**config.mk**
```make
export PLATFORM = sky130hd
export DESIGN_NAME = switch_logic_debounced
export DESIGN_NICKNAME = d
export VERILOG_FILES = /design/src/rtl/switch_logic_debounced.sv
export SDC_FILE = /design/constraint.sdc
export NUM_CORES = 1
export LEC_CHECK = 0
export ABC_AREA = 1
export ABC_CLOCK_PERIOD_IN_PS = 2400
export CORE_AREA = 2 2 146 77
export DETAILED_ROUTE_END_ITERATION = 10
export DIE_AREA = 0 0 148 79
export DONT_BUFFER_PORTS = 1
export PLACE_DENSITY_LB_ADDON = 0.3
export SLEW_MARGIN = 25
export SYNTH_ARGS = -nofsm -noshare
export SYNTH_HDL_FRONTEND = slang
export SYNTH_SLANG_ARGS = --single-unit
```
**constraint.sdc**
```tcl
create_clock -name i_Clk -period 2.4 [get_ports i_Clk]
set_input_delay 0.72 -clock i_Clk [delete_from_list [all_inputs] [get_ports i_Clk]]
set_output_delay 0.72 -clock i_Clk [all_outputs]
set_load 0.02 [all_outputs]
```
**src/rtl/switch_logic_debounced.sv**
```systemverilog
// -----------------------------------------------------------------------------
// switch_logic_debounced
//   Debounces N_SW data switches plus a mode switch, evaluates a sum-of-products
//   (SOP) and an implication-product (IMP) function over the debounced data
//   switches, and drives four registered LEDs in LIVE, HOLD or COUNT mode.
//   The debounced mode switch's rising edge steps the mode LIVE -> HOLD -> COUNT.
//
// Parameters
//   N_SW            data switch count (even, >= 2)
//   DEBOUNCE_LIMIT  consecutive stable cycles needed to accept a change (>= 1)
//
// Ports
//   i_Clk          system clock, rising edge
//   i_Rst_L        asynchronous active-low reset
//   i_Switch       raw data switches (asynchronous)
//   i_Switch_Mode  raw mode switch (asynchronous)
//   o_LED_1..3     function / frozen / counter bits
//   o_LED_4        mode (HOLD) or overflow (COUNT) indicator
// -----------------------------------------------------------------------------
module switch_logic_debounced #(
  parameter int N_SW           = 4,
  parameter int DEBOUNCE_LIMIT = 250000
) (
  input  logic            i_Clk,
  input  logic            i_Rst_L,
  input  logic [N_SW-1:0] i_Switch,
  input  logic            i_Switch_Mode,
  output logic            o_LED_1,
  output logic            o_LED_2,
  output logic            o_LED_3,
  output logic            o_LED_4
);

  localparam int NB = N_SW + 1;
  localparam int H  = N_SW / 2;
  localparam int CW = $clog2(DEBOUNCE_LIMIT + 1);
  // Terminal count is LIMIT-1 so the accepting cycle is the LIMIT-th mismatch.
  localparam logic [CW-1:0] LIM_M1 = CW'(DEBOUNCE_LIMIT - 1);

  typedef enum logic [1:0] {
    MODE_LIVE  = 2'd0,
    MODE_HOLD  = 2'd1,
    MODE_COUNT = 2'd2
  } mode_t;

  logic [NB-1:0] w_raw;
  logic [NB-1:0] r_sync1;
  logic [NB-1:0] r_sync2;
  logic [NB-1:0] r_db;
  logic [CW-1:0] r_db_cnt [NB];

  logic [N_SW-1:0] w_db_sw;
  logic            w_db_mode;
  logic            w_sop;
  logic            w_imp;

  logic            r_mode_prev;
  logic            r_sop_prev;
  logic            w_mode_rise;
  logic            w_sop_rise;

  mode_t           r_state;
  mode_t           w_state_next;
  logic [2:0]      r_ev_cnt;
  logic [2:0]      w_ev_cnt_next;
  logic            r_ovf;
  logic            w_ovf_next;
  logic [3:0]      r_led;
  logic [3:0]      w_led_next;

  assign w_raw = {i_Switch_Mode, i_Switch};

  // Synchroniser and debounce counter, one lane per switch.
  always_ff @(posedge i_Clk or negedge i_Rst_L) begin
    if (!i_Rst_L) begin
      r_sync1 <= '0;
      r_sync2 <= '0;
      r_db    <= '0;
      for (int unsigned i = 0; i < NB; i++) begin
        r_db_cnt[i] <= '0;
      end
    end else begin
      r_sync1 <= w_raw;
      r_sync2 <= r_sync1;
      for (int unsigned i = 0; i < NB; i++) begin
        if (r_sync2[i] != r_db[i]) begin
          if (r_db_cnt[i] == LIM_M1) begin
            r_db[i]     <= r_sync2[i];
            r_db_cnt[i] <= '0;
          end else begin
            r_db_cnt[i] <= r_db_cnt[i] + 1'b1;
          end
        end else begin
          r_db_cnt[i] <= '0;
        end
      end
    end
  end

  assign w_db_sw   = r_db[N_SW-1:0];
  assign w_db_mode = r_db[N_SW];

  // Pair k uses a = d[k], b = d[k+H]; implication direction alternates with k.
  always_comb begin
    w_sop = 1'b0;
    w_imp = 1'b1;
    for (int unsigned k = 0; k < H; k++) begin
      w_sop = w_sop | (w_db_sw[k] & w_db_sw[k+H]);
      if (k % 2 == 0) begin
        w_imp = w_imp & (w_db_sw[k] | ~w_db_sw[k+H]);
      end else begin
        w_imp = w_imp & (w_db_sw[k+H] | ~w_db_sw[k]);
      end
    end
  end

  assign w_mode_rise = w_db_mode & ~r_mode_prev;
  assign w_sop_rise  = w_sop & ~r_sop_prev;

  always_ff @(posedge i_Clk or negedge i_Rst_L) begin
    if (!i_Rst_L) begin
      r_state     <= MODE_LIVE;
      r_mode_prev <= 1'b0;
      r_sop_prev  <= 1'b0;
      r_ev_cnt    <= '0;
      r_ovf       <= 1'b0;
      r_led       <= '0;
    end else begin
      r_state     <= w_state_next;
      r_mode_prev <= w_db_mode;
      r_sop_prev  <= w_sop;
      r_ev_cnt    <= w_ev_cnt_next;
      r_ovf       <= w_ovf_next;
      r_led       <= w_led_next;
    end
  end

  // LEDs are computed from the next state so the LED change lands on the same
  // edge as the mode change; a mode edge takes priority over an SOP edge.
  always_comb begin
    w_state_next  = r_state;
    w_ev_cnt_next = r_ev_cnt;
    w_ovf_next    = r_ovf;
    w_led_next    = r_led;

    if (w_mode_rise) begin
      unique case (r_state)
        MODE_LIVE:  w_state_next = MODE_HOLD;
        MODE_HOLD: begin
          w_state_next  = MODE_COUNT;
          w_ev_cnt_next = '0;
          w_ovf_next    = 1'b0;
        end
        MODE_COUNT: w_state_next = MODE_LIVE;
        default:    w_state_next = MODE_LIVE;
      endcase
    end else if (r_state == MODE_COUNT && w_sop_rise) begin
      w_ev_cnt_next = r_ev_cnt + 3'd1;
      if (r_ev_cnt == 3'd7) begin
        w_ovf_next = 1'b1;
      end
    end

    unique case (w_state_next)
      MODE_LIVE:  w_led_next = {1'b0, w_imp, w_sop, w_sop | w_imp};
      MODE_HOLD:  w_led_next = {1'b1, r_led[2:0]};
      MODE_COUNT: w_led_next = {w_ovf_next, w_ev_cnt_next};
      default:    w_led_next = '0;
    endcase
  end

  assign o_LED_1 = r_led[0];
  assign o_LED_2 = r_led[1];
  assign o_LED_3 = r_led[2];
  assign o_LED_4 = r_led[3];

endmodule

```
==> results of run 1 <==
## per-layer routing
metal  share of wire [%]  up-vias  routed length, µm  global-route usage [%]
met1                  51     2314               6660                    36.7
li1                    -     2547                  -                       -
met5                   0        -                  0                       0
met4                0.99        0                129                    8.10
met2                  41      147               5340                    33.7
met3                 6.8       15                883                    6.38
## state kept, by name, indices dropped and copies added (netlist names)
signal,flops
r_ovf,1
r_led,4
r_db_cnt,90
r_mode_prev,1
r_sop_prev,1
r_sync1,5
r_sync2,5
r_state,2
r_ev_cnt,3
r_db,5
## synth_stat cells
| library cell | n | area share [%] |
|---|---|---|
| nand2_1 | 200 | 12 |
| nor2_1 | 198 | 12 |
| dfrtp_1 | 117 | 48 |
| inv_1 | 87 | 5.3 |
| nand3_1 | 57 | 4.7 |
| xor2_1 | 28 | 4.0 |
| a21oi_1 | 13 | 1.1 |
| nand4_1 | 13 | 1.3 |
| nor2_2 | 13 | 1.3 |
| nor3_1 | 13 | 1.1 |
| xnor2_1 | 10 | 1.4 |
| ha_1 | 7 | 1.4 |
| nand3b_1 | 6 | 0.73 |
| nand2_2 | 5 | 0.51 |
| nor3_2 | 5 | 0.82 |
| nor3b_1 | 5 | 0.61 |
| o21ai_0 | 5 | 0.41 |
| buf_2 | 3 | 0.24 |
| nor2_4 | 3 | 0.55 |
| and2_1 | 2 | 0.20 |
| inv_2 | 2 | 0.12 |
| o21ai_2 | 2 | 0.29 |
| a211oi_1 | 1 | 0.12 |
| a21oi_2 | 1 | 0.14 |
| and2_0 | 1 | 0.10 |
| and2_4 | 1 | 0.14 |
| and3_1 | 1 | 0.10 |
| clkbuf_1 | 1 | 0.061 |
| nand3_2 | 1 | 0.16 |
| nand3_4 | 1 | 0.29 |
| o21ai_1 | 1 | 0.082 |
| o21bai_1 | 1 | 0.12 |
| or2_0 | 1 | 0.10 |
| or2_2 | 1 | 0.10 |
| xnor2_2 | 1 | 0.27 |
## placed cells by master (no fill, tap or decap), types with 2 or more instances in the layout
| cell | instances |
|---|---|
| nand2_1 | 200 |
| nor2_1 | 198 |
| dfrtp_1 | 117 |
| inv_1 | 87 |
| nand3_1 | 57 |
| xor2_1 | 28 |
| clkbuf_16 | 17 |
| nor3_1 | 13 |
| nor2_2 | 13 |
| nand4_1 | 13 |
| a21oi_1 | 13 |
| xnor2_1 | 10 |
| ha_1 | 7 |
| nand3b_1 | 6 |
| nand2_2 | 5 |
| nor3_2 | 5 |
| nor3b_1 | 5 |
| o21ai_0 | 5 |
| clkbuf_1 | 4 |
| clkinv_2 | 4 |
| nor2_4 | 3 |
| bufinv_16 | 3 |
| o21ai_2 | 2 |
| inv_2 | 2 |
| and2_1 | 2 |
| clkbuf_8 | 2 |
| buf_4 | 2 |
## power by group
part / switching [mW] / internal (mW) / leakage (nW)
clock: 0.868 / 1.68 / 0.291
sequential: 0.0206 / 2.00 / 1.59
combinational: 0.0503 / 0.0275 / 1.24
total: 0.939 / 3.71 / 3.12
## cell families (layout without fill, tap and decap cells)
kind of cell	after synthesis	in the layout	synth area share [%]
flip-flops	117	117	47.7
XOR/XNOR	39	39	5.69
adder cells (fa/ha/maj)	7	7	1.43
buffers and inverters	93	123	5.75
AND/OR/NAND/NOR	527	527	37.2
AO/OA/AOI/OAI	24	24	2.22
## final timing paths
| kind | from | to | cells after the start |
|---|---|---|---|
| worst min register to register | r_sync1[0]$_DFF_PN0_ | r_sync2[0]$_DFF_PN0_ | 0 |
| worst max-delay path | r_led[0]$_DFFE_PN0P_ | o_LED_1 | 0 |
| worst min-delay path | i_Rst_L | r_db_cnt[81]$_DFF_PN0_ | 0 |
| worst max register to register | r_db_cnt[54]$_DFF_PN0_ | r_db_cnt[70]$_DFF_PN0_ | 8 |
| max in group asynchronous | i_Rst_L | r_db_cnt[6]$_DFF_PN0_ | 0 |
| min in group i_Clk | i_Switch[1] | r_sync1[1]$_DFF_PN0_ | 0 |
## stage by stage
stage               worst slack [ns]  hold WS (ns)  utilization [%]  total power, mW
detailed placement             0.803         0.341             59.9             2.13
global placement               0.916         0.334             59.9             2.13
floorplan                       1.06         0.331                -             2.11
global route                   0.646       -0.0243             65.5             4.80
CTS                            0.744       -0.0155             65.5             4.69
finish                         0.750      -0.00411             65.5             4.65
## final cells by class
cell class	count	share of cell area, %
Clock buffer	23	6.78
Clock inverter	9	1.83
Inverter	89	4.84
Multi-Input combinational cell	597	41.3
Sequential cell	117	42.4
Tap cell	145	2.63
Timing Repair Buffer	2	0.217
==> results.toml, run 1 <==
[drt]
dr.pass1.iters = 4
vias_per_cell = 5.12
drt_iter0_markers = 366
wl_per_cell_um = 13.3
drc = 0
vias = 5023
routed_wl_mm = 13.0
antenna_left = 0

[cts]
ctsRootBufferMaster = "clkbuf_16"
cts_resized = 0
cts.clk_slew.worst_paths_ns = 0.06
h-tree-depth = 4
tritoncts = "done"
clk_latency_ns = 0.41
cts_setup_buffers = 0
cts_inserted_buffers = 17
clockBufferDepth = 2
cts.sinks = 117

[global_routing]
grt_pass1_wl_mm = 22.0
grt_max_degree = 118
track_usage_pct = 24.2
grt_pass1_vias = 4617
antenna_found_initial = 0
overflow = 0

[run]
max_cap_violations = 0

[timing]
hold_violations = 8
whs_ns = -0.00411
slew_headroom_pct = 61.1
fin_skew_ns = 0.0114
period_share_pct = 68.7
final.setup.tns_ns = 0
setup_viol = 0
fmax_mhz = 606
rsz0062_at_grt = "no"
drv_slew = 0
worstMarginPinSlew_ns = 0.579
min_period_ns = 1.65

[critical_path]
cp-start-kind = "flip-flop"
crit_path_end_kind = "primary output"
required_ns = 1.68
arrival_ns = 0.93
crit_type = "reg -> out"
critPathMaxFanout = 2
rrSetupSlack_ns = 0.79

[place]
gp_congestion = 0.957
portBuffers = 0
dp_hpwl_mm = 9.23
dp.cells = 950
postPlaceCellArea_um2 = 6310

[synth]
postSynthAreaPerCell_um2 = 7.60
mappedNetlistArea_um2 = 6130
syn_inst = 807
seq_area_frac_synth_pct = 47.7
synth_seq_cells = 117
syn-num-nets = 821
yosysUniqueCellTypes = 35
yosys_warnings = 0

[layout]
num-fill-cells = 858
layout-drive-gt1-share_pct = 7.89
multi_input_area_um2 = 2850
fin_cells = 982
area_delta_synth_final_pct = 12.6
antenna_cells = 0
final_cell_area_um2 = 6900
regArea_um2 = 2930
nNetsFinal = 838

[status]
status = "finished with violations"
violations = "negative hold slack"

[floorplan]
die-area_um2 = 11700
die_y_um = 79
core.rowCount = 27
die_x_um = 148
core-area_um2 = 10500
initial_core_util_pct = 58.2
ios = 11

[power]
leakage_nw = 3.12
powerDensity_nw_per_um2 = 674
irDropWorstVdd_mv = 0.466

[min_path]
min_path_type = "in -> async"
Power figures use the tool's default switching activity.
==> run 2: changes to the inputs <==
ABC_CLOCK_PERIOD_IN_PS = 1400   (was 2400)
CORE_AREA = 2 2 149 78   (was 2 2 146 77)
DIE_AREA = 0 0 151 80   (was 0 0 148 79)
clock period = 1.4 ns   (was 2.4 ns; I/O delays follow)
==> run 2 against run 1 <==
  * The flow finishes with violations (negative hold slack, negative setup slack)
  * Worst hold slack got worse by 0.30 ns
  * Clock skew is essentially flat
  * Utilization up 7.8 points
  * Die area rose by 3.3%
  * Clock-buffer cell count down 2
  * Highest routed layer unchanged
  * Non-clock buffer count up 51
  * Sequential share of layout area down 5.2 points
  * First-iteration DRC count increased by 40%
  * Sequential cell count unchanged
==> results.toml, run 2 (synthesis gave the netlist of run 1 again) <==
[cts]
clockBufferDepth = 2
cts.clk_slew.worst_paths_ns = 0.06
h-tree-depth = 4
clk_latency_ns = 0.42
tritoncts = "done"
cts.sinks = 117
ctsRootBufferMaster = "clkbuf_16"
cts_inserted_buffers = 17

[status]
status = "finished with violations"
violations = "negative hold slack, negative setup slack"

[global_routing]
grt_max_degree = 118
overflow = 0
grt_pass1_vias = 4956
track_usage_pct = 26.1
grt_pass1_wl_mm = 24.2
antenna_found_initial = 0

[place]
pre_cts_ws_ns = -0.108
dp_hpwl_mm = 10.0
portBuffers = 0
gp_congestion = 0.962

[timing]
layout_setup_ws_ns = -0.0552
setup_viol = 22
drv_slew = 0
whs_ns = -0.307
fmax_mhz = 687
period_share_pct = 104
slew_headroom_pct = 72.7
min_period_ns = 1.46
rsz0062_at_grt = "yes"
hold_violations = 117
worstMarginPinSlew_ns = 0.408
fin_skew_ns = 0.0111

[critical_path]
rrSetupSlack_ns = -0.06
r2r_end = "r_db[2]$_DFFE_PN0P_"
required_ns = 1.70
reg2reg_from = "r_db_cnt[40]$_DFF_PN0_"
arrival_ns = 1.76
cp-start-kind = "flip-flop"
critPathMaxFanout = 4
ff2ff_path_depth = 7
crit_path_end_kind = "flip-flop"
crit_type = "reg -> reg"

[power]
p_total_mw = 8.24
clkPwrFrac_pct = 54.7
comb_power_share_pct = 2.9
intPower_mw = 6.49
power_frac_seq_pct = 42.4
power_switching_mw = 1.74
leakage_nw = 3.57
powerDensity_nw_per_um2 = 1050
irDropWorstVdd_mv = 1.00
switching_share_pct = 21.2

[drt]
wl_per_cell_um = 15.7
vias_per_cell = 5.43
drt_iter0_markers = 511
routed_wl_mm = 16.3
drc = 0
antenna_left = 0
vias = 5605
dr.pass1.iters = 5

[floorplan]
die-area_um2 = 12100
die_y_um = 80
die_x_um = 151
core.rowCount = 27
core-area_um2 = 10700
ios = 11
initial_core_util_pct = 57.1

[run]
max_cap_violations = 0

[layout]
antenna_cells = 0
largest_reg_flops = 90
area_delta_synth_final_pct = 28.4
regMostFlops = "r_db_cnt"
nNetsFinal = 890
final_cell_mix = "nand2_1 (179), nor2_1 (167), dfrtp_1 (114)"
final_common_cell = "nand2_1"
layout-drive-gt1-share_pct = 24.8

[min_path]
min_path_type = "in -> async"
run 2: worst max path at each step:
stage	startpoint	end	slack [ns]	cells after the start
4_1_cts	r_db_cnt[54]$_DFF_PN0_	r_db_cnt[71]$_DFF_PN0_	-0.04	8
3_5_place_dp	r_db_cnt[36]$_DFF_PN0_	r_db_cnt[50]$_DFF_PN0_	-0.11	7
5_1_grt	r_db_cnt[37]$_DFF_PN0_	r_db[2]$_DFFE_PN0P_	-0.11	8
6_report	r_db_cnt[40]$_DFF_PN0_	r_db[2]$_DFFE_PN0P_	-0.06	7
2_1_floorplan	r_db_cnt[36]$_DFF_PN0_	r_db_cnt[50]$_DFF_PN0_	0.06	7
3_3_place_gp	r_db_cnt[36]$_DFF_PN0_	r_db_cnt[50]$_DFF_PN0_	-0.04	7
run 2: per-layer routing:
metal  GRT usage, %  wire, µm
met1           39.1      7380
met3           6.80      1270
met4           9.16       224
met2           36.5      7380
met5              0         0
run 2: final cells by class:
type,instances,area [µm²]
clock buffers,21,480
clock inverters,10,128
fillers,696,2870
inverters,89,337
multi-input cells,598,3410
flip-flops and latches,117,2930
well taps,145,181
repair buffers,53,413
run 2: metrics by stage:
stage | cell area [µm²] | hold WS, ns | utilization, % | instances | TNS, ns
after floorplan | 6130 | 0.124 | - | 807 | 0
after global placement | 6530 | 0.127 | 60.8 | 979 | -0.148
after detailed placement | 6530 | 0.128 | 60.8 | 979 | -1.17
after CTS | 7270 | -0.310 | 67.6 | 1018 | -0.0595
after global routing | 7880 | -0.316 | 73.3 | 1033 | -3.61
final | 7880 | -0.307 | 73.3 | 1033 | -0.458
run 2: power groups by stage:
stage	sequential (mW)	combinational [mW]	clock (mW)
after global placement	3.52	0.144	0
after detailed placement	3.52	0.151	0
after CTS	3.47	0.173	4.50
after floorplan	3.52	0.102	0
after global routing	3.49	0.261	4.69
final	3.49	0.241	4.51
run 2: worst max-delay path, cell delays in order (launching register included):
cell and delay [ns]:
dfrtp_1 0.47, nor2_2 0.17, nand2_1 0.10, nor2_1 0.11, nand3b_1 0.19, buf_6 0.19
nand2_2 0.05, o21ai_2 0.06
run 2: timing repair:
action | CTS | global route
hold endpoints to repair | 117 | 117
cloned | 1 | 0
resized for setup | 25 | 125
pin swaps | 10 | 50
setup endpoints to repair | 45 | 78
setup buffers | 7 | 15
==> run 3: changes to the inputs <==
ABC_CLOCK_PERIOD_IN_PS = 1190   (was 1400)
clock period = 1.19 ns   (was 1.4 ns; I/O delays follow)
==> run 3 against run 2 <==
  * The run still ends with negative hold slack, negative setup slack left
  * Sequential share of layout area is 6.5 points lower
  * Non-clock buffer count is 120 higher
  * Routed wire length is 69% higher
  * Sequential cell count stayed put
  * Global-route usage is 8.8 points higher
  * Cell area is 22% higher
  * Clock skew is 0.0031 ns higher
  * Sequential power is 18% higher
  * Critical path depth stayed put
  * Critical path type unchanged
  * Critical endpoint is now r_db[3]$_DFFE_PN0P_
  * Largest power group unchanged
==> results.toml, run 3 (synthesis gave the netlist of run 1 again) <==
[critical_path]
path_cells = "inv_1, nand2_1, nor2_4, nand2_2, nor2_4, nor2_1, nor2_1"
cpPeakStageDelay_ns = 0.43
cp-start-kind = "flip-flop"
critPathMaxFanout = 3
ff2ff_path_depth = 7
cp_slowest_cell = "dfrtp_1"
required_ns = 1.50
crit_type = "reg -> reg"
arrival_ns = 1.98
crit_path_end_kind = "flip-flop"

[place]
gp_congestion = 0.924
dp_hpwl_mm = 11.1
postPlaceCellArea_um2 = 7300
portBuffers = 0

[drt]
antenna_left = 0
drc = 0
vias_per_cell = 6.45
routed_wl_mm = 27.5
vias = 7441
drt_iter0_markers = 1090
wl_per_cell_um = 23.8
dr.pass1.iters = 8

[layout]
area_delta_synth_final_pct = 57.0
final_cell_mix = "nand2_1 (148), buf_4 (129), nor2_1 (125)"
num-fill-cells = 365
nNetsFinal = 1011
largest_reg_flops = 90
layout-drive-gt1-share_pct = 46.1
final_cell_area_um2 = 9630
regMostFlops = "r_db_cnt"
antenna_cells = 0
final_common_cell = "nand2_1"
finalCoreUtilization_pct = 89.6

[global_routing]
met1_usage_pct = 45.1
grt_pass1_vias = 6377
grtUsageMet3_pct = 11.1
antenna_found_initial = 0
overflow = 0
grt_pass1_wl_mm = 31.9
track_usage_pct = 34.9
met2_usage_pct = 55.1
grt-busiest-layer = "met2"
grt_max_degree = 118

[timing]
slew_headroom_pct = 72.6
drv_slew = 0
min_period_ns = 1.67
rsz0062_at_grt = "yes"
fin_skew_ns = 0.0143
worstMarginPinSlew_ns = 0.408
whs_ns = -0.385
hold_violations = 117
layout_setup_ws_ns = -0.476
fmax_mhz = 600
setup_viol = 104
final.setup.tns_ns = -23.57
period_share_pct = 140

[power]
p_total_mw = 9.41
leakage_nw = 4.28
powerDensity_nw_per_um2 = 977
irDropWorstVdd_mv = 0.952

[cts]
clockBufferDepth = 2
cts.clk_slew.worst_paths_ns = 0.06
cts.sinks = 117
ctsRootBufferMaster = "clkbuf_16"
tritoncts = "done"
hold_buffers = 5
cts_inserted_buffers = 17
h-tree-depth = 4
clk_latency_ns = 0.44

[status]
status = "finished with violations"
violations = "negative hold slack, negative setup slack"

[floorplan]
ios = 11
die-area_um2 = 12100
initial_core_util_pct = 57.1
core.rowCount = 27
die_x_um = 151
die_y_um = 80
core-area_um2 = 10700

[run]
max_cap_violations = 0

[min_path]
min_path_type = "in -> async"
[run 3: cell types whose count changed in the layout (fill, tap and decap cells not counted), sizes merged]
cell	delta
clkinvlp	+4
clkbuf	+2
clkinv	-2
bufinv	-3
buf	+115
dlygate4sd3	+5
[run 3: worst paths after layout]
check | from | end | slack [ns]
max | r_db_cnt[24]$_DFF_PN0_ | r_db[3]$_DFFE_PN0P_ | -0.48
min | i_Rst_L | r_db_cnt[74]$_DFF_PN0_ | -0.39
max reg2reg | r_db_cnt[24]$_DFF_PN0_ | r_db[3]$_DFFE_PN0P_ | -0.48
min reg2reg | r_sync1[0]$_DFF_PN0_ | r_sync2[0]$_DFF_PN0_ | 0.35
max in group asynchronous | i_Rst_L | r_db_cnt[7]$_DFF_PN0_ | 1.38
min in group i_Clk | r_sync1[0]$_DFF_PN0_ | r_sync2[0]$_DFF_PN0_ | 0.35
[run 3: final cells by class]
class,instances,area [µm²],area share (%)
repair inverters,1,8.76,0.0909
repair buffers,173,1470,15.2
multi-input cells,598,4120,42.8
flip-flops and latches,117,2960,30.7
clock buffers,23,478,4.96
clock inverters,8,52.6,0.546
well taps,145,181,1.88
inverters,89,364,3.78
[run 3: repair_timing]
action | 4_1_cts | 5_1_grt
setup buffers | 26 | 29
pin swaps | 51 | 90
resized for setup | 153 | 199
endpoints found under the hold margin | 122 | 117
cloned | 1 | 1
setup endpoints to repair | 100 | 107
[run 3: critical path, delay by kind of cell (launching register included)]
kind,cells,cell delay [ns]
buffers and inverters,1,0.13
and+or+nand+nor,6,0.99
DFF,1,0.43
[run 3: routing by layer]
metal  share of wire [%]  vias up  routed length (µm)
li1                    -     2894                   -
met1                  35     3484                9510
met2                  43      772               11900
met3                  14      291                3780
met4                 8.3        0                2290
met5                   0        -                   0
[run 3: per-stage QoR]
step	cells	setup WS, ns
floorplan	807	-0.0701
global placement	1067	-0.176
detailed placement	1067	-0.230
CTS	1129	-0.185
global route	1154	-0.467
finish	1154	-0.476
[run 3: where the power goes]
part,internal [mW],switching (mW),total [mW]
logic,0.198,0.244,0.442
clock network,2.80,2.04,4.84
registers,4.04,0.0856,4.12
total,7.03,2.37,9.41
